$ cat src/rtl/adder_arbiter_if.sv
// Handshake bundle between three requesters, the shared adder and the consumer.
// slave is the arbiter's view; master is the environment's view.
interface adder_arbiter_if #(
    parameter int WIDTH = 16
);
    logic [2:0]         req_valid;
    logic [3*WIDTH-1:0] req_x;
    logic [3*WIDTH-1:0] req_y;
    logic [2:0]         req_ready;
    logic [WIDTH-1:0]   add_x;
    logic [WIDTH-1:0]   add_y;
    logic [WIDTH-1:0]   add_z;
    logic               add_carry;
    logic               rsp_valid;
    logic [1:0]         rsp_id;
    logic [WIDTH-1:0]   rsp_sum;
    logic               rsp_carry;
    logic               rsp_ready;
    logic               busy;

    modport slave (
        input  req_valid, req_x, req_y, add_z, add_carry, rsp_ready,
        output req_ready, add_x, add_y, rsp_valid, rsp_id, rsp_sum,
        output rsp_carry, busy
    );

    modport master (
        output req_valid, req_x, req_y, add_z, add_carry, rsp_ready,
        input  req_ready, add_x, add_y, rsp_valid, rsp_id, rsp_sum,
        input  rsp_carry, busy
    );
endinterface

$ cat src/rtl/adder_arbiter.sv
// Three requesters time-share one external adder: grant, add, respond.
// ADDER_ARB_FIXED_PRIORITY_EN selects fixed 0>1>2 priority instead of round-robin.
module adder_arbiter #(
    parameter int WIDTH = 16
) (
    input  logic           clk,
    input  logic           rst_n,
    adder_arbiter_if.slave bus
);
    typedef enum logic [1:0] {IDLE, ADD, RESP} state_e;

    state_e           state_q;
    logic [1:0]       id_q;
    logic [1:0]       win;
    logic [2:0]       gnt;
    logic [WIDTH-1:0] sel_x;
    logic [WIDTH-1:0] sel_y;
    logic [WIDTH-1:0] add_x_q;
    logic [WIDTH-1:0] add_y_q;
    logic [WIDTH-1:0] rsp_sum_q;
    logic             rsp_carry_q;
    logic             rsp_valid_q;
    logic [1:0]       rsp_id_q;
`ifndef ADDER_ARB_FIXED_PRIORITY_EN
    logic [1:0]       last_q;
    logic [2:0]       cand;
`endif

    always_comb begin
        gnt = 3'b000;
        win = 2'd0;
`ifdef ADDER_ARB_FIXED_PRIORITY_EN
        if (bus.req_valid[0]) begin
            gnt = 3'b001;
            win = 2'd0;
        end else if (bus.req_valid[1]) begin
            gnt = 3'b010;
            win = 2'd1;
        end else if (bus.req_valid[2]) begin
            gnt = 3'b100;
            win = 2'd2;
        end
`else
        cand = 3'd0;
        // Search starts just after the last winner and wraps modulo 3.
        for (int k = 1; k <= 3; k++) begin
            cand = {1'b0, last_q} + 3'(k);
            if (cand >= 3'd3) cand = cand - 3'd3;
            if (gnt == 3'b000 && bus.req_valid[cand[1:0]]) begin
                gnt[cand[1:0]] = 1'b1;
                win = cand[1:0];
            end
        end
`endif
    end

    always_comb begin
        sel_x = bus.req_x[WIDTH-1:0];
        sel_y = bus.req_y[WIDTH-1:0];
        for (int i = 1; i < 3; i++) begin
            if (win == 2'(i)) begin
                sel_x = bus.req_x[i*WIDTH +: WIDTH];
                sel_y = bus.req_y[i*WIDTH +: WIDTH];
            end
        end
    end

    always_ff @(posedge clk or negedge rst_n) begin
        if (!rst_n) begin
            state_q     <= IDLE;
            id_q        <= 2'd0;
            add_x_q     <= '0;
            add_y_q     <= '0;
            rsp_sum_q   <= '0;
            rsp_carry_q <= 1'b0;
            rsp_valid_q <= 1'b0;
            rsp_id_q    <= 2'd0;
`ifndef ADDER_ARB_FIXED_PRIORITY_EN
            last_q      <= 2'd2;
`endif
        end else begin
            unique case (state_q)
                IDLE: begin
                    if (gnt != 3'b000) begin
                        id_q    <= win;
                        add_x_q <= sel_x;
                        add_y_q <= sel_y;
`ifndef ADDER_ARB_FIXED_PRIORITY_EN
                        last_q  <= win;
`endif
                        state_q <= ADD;
                    end
                end
                ADD: begin
                    rsp_sum_q   <= bus.add_z;
                    rsp_carry_q <= bus.add_carry;
                    rsp_id_q    <= id_q;
                    rsp_valid_q <= 1'b1;
                    state_q     <= RESP;
                end
                RESP: begin
                    if (bus.rsp_ready) begin
                        rsp_valid_q <= 1'b0;
                        state_q     <= IDLE;
                    end
                end
                default: state_q <= IDLE;
            endcase
        end
    end

    // Grant is combinational so the winner sees its pulse in the request cycle.
    assign bus.req_ready = (state_q == IDLE && rst_n) ? gnt : 3'b000;
    assign bus.busy      = (state_q != IDLE);
    assign bus.add_x     = add_x_q;
    assign bus.add_y     = add_y_q;
    assign bus.rsp_valid = rsp_valid_q;
    assign bus.rsp_id    = rsp_id_q;
    assign bus.rsp_sum   = rsp_sum_q;
    assign bus.rsp_carry = rsp_carry_q;
endmodule

$ cat src/flat_wrapper.sv
// flat-port wrapper written by rule: the top's interface ports become plain ports
module adder_arbiter_flat 
#(
    parameter int WIDTH = 16
)
  (clk, rst_n, bus_req_valid, bus_req_x, bus_req_y, bus_add_z, bus_add_carry, bus_rsp_ready, bus_req_ready, bus_add_x, bus_add_y, bus_rsp_valid, bus_rsp_id, bus_rsp_sum, bus_rsp_carry, bus_busy);
  adder_arbiter_if #(.WIDTH(WIDTH)) bus_i ();
  input  logic clk;
  input  logic rst_n;
  input wire logic [$bits(bus_i.req_valid)-1:0] bus_req_valid;
  input wire logic [$bits(bus_i.req_x)-1:0] bus_req_x;
  input wire logic [$bits(bus_i.req_y)-1:0] bus_req_y;
  input wire logic [$bits(bus_i.add_z)-1:0] bus_add_z;
  input wire logic [$bits(bus_i.add_carry)-1:0] bus_add_carry;
  input wire logic [$bits(bus_i.rsp_ready)-1:0] bus_rsp_ready;
  output wire logic [$bits(bus_i.req_ready)-1:0] bus_req_ready;
  output wire logic [$bits(bus_i.add_x)-1:0] bus_add_x;
  output wire logic [$bits(bus_i.add_y)-1:0] bus_add_y;
  output wire logic [$bits(bus_i.rsp_valid)-1:0] bus_rsp_valid;
  output wire logic [$bits(bus_i.rsp_id)-1:0] bus_rsp_id;
  output wire logic [$bits(bus_i.rsp_sum)-1:0] bus_rsp_sum;
  output wire logic [$bits(bus_i.rsp_carry)-1:0] bus_rsp_carry;
  output wire logic [$bits(bus_i.busy)-1:0] bus_busy;
  assign bus_i.req_valid = bus_req_valid;
  assign bus_i.req_x = bus_req_x;
  assign bus_i.req_y = bus_req_y;
  assign bus_i.add_z = bus_add_z;
  assign bus_i.add_carry = bus_add_carry;
  assign bus_i.rsp_ready = bus_rsp_ready;
  assign bus_req_ready = bus_i.req_ready;
  assign bus_add_x = bus_i.add_x;
  assign bus_add_y = bus_i.add_y;
  assign bus_rsp_valid = bus_i.rsp_valid;
  assign bus_rsp_id = bus_i.rsp_id;
  assign bus_rsp_sum = bus_i.rsp_sum;
  assign bus_rsp_carry = bus_i.rsp_carry;
  assign bus_busy = bus_i.busy;
  adder_arbiter #(.WIDTH(WIDTH)) u_core (.clk(clk), .rst_n(rst_n), .bus(bus_i));
endmodule
$ cat config.mk
export PLATFORM = sky130hd
export DESIGN_NAME = adder_arbiter_flat
export DESIGN_NICKNAME = d
export VERILOG_FILES = /design/src/rtl/adder_arbiter_if.sv /design/src/rtl/adder_arbiter.sv /design/src/flat_wrapper.sv
export SDC_FILE = /design/constraint.sdc
export NUM_CORES = 1
export LEC_CHECK = 0
export BUFFER_PORTS_ARGS = -buffer_cell sky130_fd_sc_hd__buf_2
export CORE_MARGIN = 2
export CORE_UTILIZATION = 45
export DETAILED_ROUTE_END_ITERATION = 6
export HOLD_SLACK_MARGIN = 0.12
export PLACE_DENSITY = 0.81
export SKIP_LAST_GASP = 1
export SLEW_MARGIN = 20
export SYNTH_ARGS = -nofsm -noshare
export SYNTH_HDL_FRONTEND = slang
export SYNTH_SLANG_ARGS = --single-unit
$ cat constraint.sdc
create_clock -name clk -period 3.7 [get_ports clk]
set_input_delay 0.555 -clock clk [delete_from_list [all_inputs] [get_ports clk]]
set_output_delay 0.555 -clock clk [all_outputs]
set_load 0.01 [all_outputs]
==> metrics.md <==
| Metric | Value |
|---|---|
| Register area | `between 1000 and 1500 um^2` |
| Grt met2 use | `a little over two fifths` |
| Worst-Margin Slew | `about 840 ps` |
| Hold slack | `just under 400 ps` |
| Die Y | `around 90 um` |
| Post-Synthesis Net Count | `464` |
| First-pass GRT wire length | `between 10,000 and 15,000 um` |
| Crit-path cells | `inv_1, ha_1, or3b_4, o21a_1, o32ai_1, buf_4, a21oi_1, a31oi_1, nor2_1, buf_2` |
| Vias per inst | `between 5 and 6` |
| VDD IR max | `slightly below 0.6 mV` |
| Hpwl dp | `7007 um` |
| Buffers plus inverters on the worst setup path | `3` |
| # hold bufs at CTS | `0` |
| CORE AREA | `6869 um^2` |
| Nets | `between 600 and 700` |
| DR DRC count | `0` |
| Met1 Use GR | `28.81%` |
| Relative slew margins | `43.64%` |
| # port buffers | `roughly 170` |
| Fraction of layout cells with a size suffix above 1 | `approximately 44%` |
| FILL cells | `between 500 and 600` |
| Num Clock Sinks | `between 50 and 60` |
| CTS root buf | `clkbuf_8` |
| WL/cell | `~16 um` |
| GR Util met3 | `under 10%` |
| Worst Setup Slack, final | `approximately 250 ps` |
| Avg Cell Area, Syn | `around 9.5 um^2` |
| Antenna cells | `0` |
| Area Overhead vs Synth | `36.15%` |
| Max_cap viols | `0` |
| Slew Limit Fails | `0` |
| Data arrival, critical path | `~2900 ps` |
| CTS clk-pin slew, worst paths | `around 80 ps` |
| RSZ-0062 raised after global routing | `false` |
| Global Route Usage Sum | `around 25%` |
| Final wirelength | `between 9000 and 10,000 um` |
| Vias in the first global route | `around 3,200` |
| Clk Latency, worst-skew pair | `340 ps` |
| Crit path kind | `register to output pin` |
| DIE WIDTH | `slightly below 90 um` |
| Setup bufs post-CTS | `0` |
| Cell Area, Synth | `around 3200 um^2` |
| GRT overflow | `0` |
| Dpl ws | `99.73 ps` |
| Pleak | `about 2.3 nW` |
| Most frequent cells in the layout | `buf_2 (174), dfrtp_1 (56), nor2_1 (40)` |
| IO Pins | `about 180` |
| Hold Vio Cnt, Final | `0` |
| Largest net degree at the start of global routing | `about 70` |
| Setup violators final | `0` |
| Critical Path RT | `3140 ps` |
| Worst Hold Class | `input port to async pin` |
| Via count | `~3,300` |
| Most common cell after layout, fill and taps aside | `buf_2` |
| Std-Cell Rows | `30` |
| Cells after Synth | `about 340` |
| Highest-delay cell along the critical path | `dfstp_2` |
| Startpoint type of the worst setup path | `register` |
| Max FO, Critical Path | `13` |
| Max clock buf depth | `2` |
| Synth warnings | `0` |
| Power per Cell Area | `around 1100 nW/um^2` |
| CP Capture Type | `output pin` |
| Minimum clock period | `~3400 ps` |
| Period Utilization, post-route | `93.20%` |
| Sequential element share of the synthesized area | `44.21%` |
| Status | `finished, final reports clean` |
| Final ANT Viol Nets | `0` |
| H-tree levels | `3` |
| Setup TNS | `0 ps` |
| TritonCTS buffer count | `9` |
| FF+latch count, synth | `57` |
| Pre-antenna DRT Iters | `4` |
| Die footprint | `7870 um^2` |
| Delay-heaviest family, CP | `simple AND/OR/NAND/NOR gates` |
| TritonCTS clock tree | `done` |
| Netlist cell types | `35` |
| Gpl congestion | `roughly 0.81` |
| Initial antenna violation count | `0` |
| Most used routing layer in global routing | `met2` |
| Slowest stage delay, CP | `approximately 560 ps` |
| Starting density of the core | `47.01%` |
| Footprint of the multi-input gates | `1633 um^2` |
| Max Clock Freq | `between 0.2 and 0.3 GHz` |
| Worst Skew | `~11 ps` |
| Initial DRC count | `136` |
[sequential cells by signal, summed over array words and instances, names as in the netlist]
name / flops
u_core.bus.rsp_carry: 1
u_core.bus.rsp_id: 2
u_core.last_q: 2
u_core.id_q: 1
u_core.bus.rsp_sum: 16
u_core.bus.rsp_valid: 1
u_core.state_q: 2
u_core.bus.add_y: 16
u_core.bus.add_x: 16
[worst paths after layout]
path                                      from                    end  slack (ps)  cells after the start
max                           u_core.last_q[1]       bus_req_ready[2]         250                     10
min                                      rst_n   u_core.bus.add_y[14]         390                      2
max reg2reg                   u_core.last_q[1]    u_core.bus.add_x[1]         460                      8
min reg2reg                u_core.bus.add_y[8]    u_core.bus.add_y[8]         470                      2
max in group asynchronous                rst_n    u_core.bus.add_x[0]        2850                      2
min in group clk                  bus_add_z[1]  u_core.bus.rsp_sum[1]         450                      2
[area by class of cell]
cell class / count / share of cell area [%]
timing repair buffer: 183 / 21.63
tap: 96 / 2.732
clock buffer: 9 / 2.817
multi-input combinational: 242 / 37.14
sequential: 57 / 32.47
inverter: 10 / 0.8537
clock inverter: 7 / 2.362
[cell families (layout without fill, tap and decap cells)]
family	after synthesis	in the layout	synth area share [%]
DFF	57	57	44.21
buffers and inverters	40	209	5.618
AOI/OAI and AO/OA	91	91	22.94
and+or+nand+nor	125	125	17.98
adders and majority gates	6	6	2.325
muxes	20	20	6.935
[per-stage QoR]
step                      std cells  cell area (um^2)  util, %  total power [mW]
after floorplan                 339              3229        -             3.274
after global placement          588              4165    60.64             4.016
after detailed placement        588              4165    60.64             4.121
after CTS                       604              4393    63.95             4.778
after global routing            604              4397    64.01             5.143
final                           604              4397    64.01             4.751
[synth_stat cells]
cell,number,area [um^2]
dfrtp_1,56,1401
nor2_1,40,150.1
nand2_1,39,146.4
and3_1,33,206.5
o31ai_1,33,247.7
a221oi_1,32,280.3
mux2_2,19,214.0
buf_2,16,80.08
a21oi_1,10,50.05
inv_1,10,37.54
clkbuf_1,9,33.78
ha_1,6,75.07
buf_4,3,22.52
nand3_1,3,15.01
o21ai_0,3,15.01
a21o_1,2,15.01
and2_1,2,12.51
buf_1,2,7.510
nand2b_1,2,12.51
nor2b_1,2,12.51
nor3_1,2,10.01
o21a_1,2,15.01
a31o_2,1,8.760
a31oi_1,1,6.260
a31oi_2,1,12.51
dfstp_2,1,26.28
mux2i_1,1,10.01
nand2_2,1,6.260
o2111ai_1,1,8.760
o2111ai_4,1,26.28
o2bb2ai_1,1,8.760
o32a_1,1,10.01
o32ai_1,1,8.760
o41ai_4,1,27.53
or3b_1,1,8.760
[layer usage]
metal,vias up,wire [um]
met5,-,0
met4,0,163
met3,15,903
met2,170,4739
met1,1573,3828
li1,1582,-
[worst reg2reg max path, stage by stage, from the launching register on]
cell	delay, ps
dfstp_2	560
inv_1	110
ha_1	480
nand2_1	150
o2111ai_4	370
buf_4	330
a31o_2	680
a221oi_1	160
o31ai_1	300
[power by group]
group          internal, mW  switching, mW
clock network         0.386          0.276
logic                  1.22           1.72
registers             0.977          0.176
total                  2.58           2.17
[what timing repair did]
action,4_1_cts,5_1_grt
gates resized for setup,0,1
endpoints found under the setup margin,0,3
endpoints found under the hold margin,0,0
(Power assumes the default switching activity.)
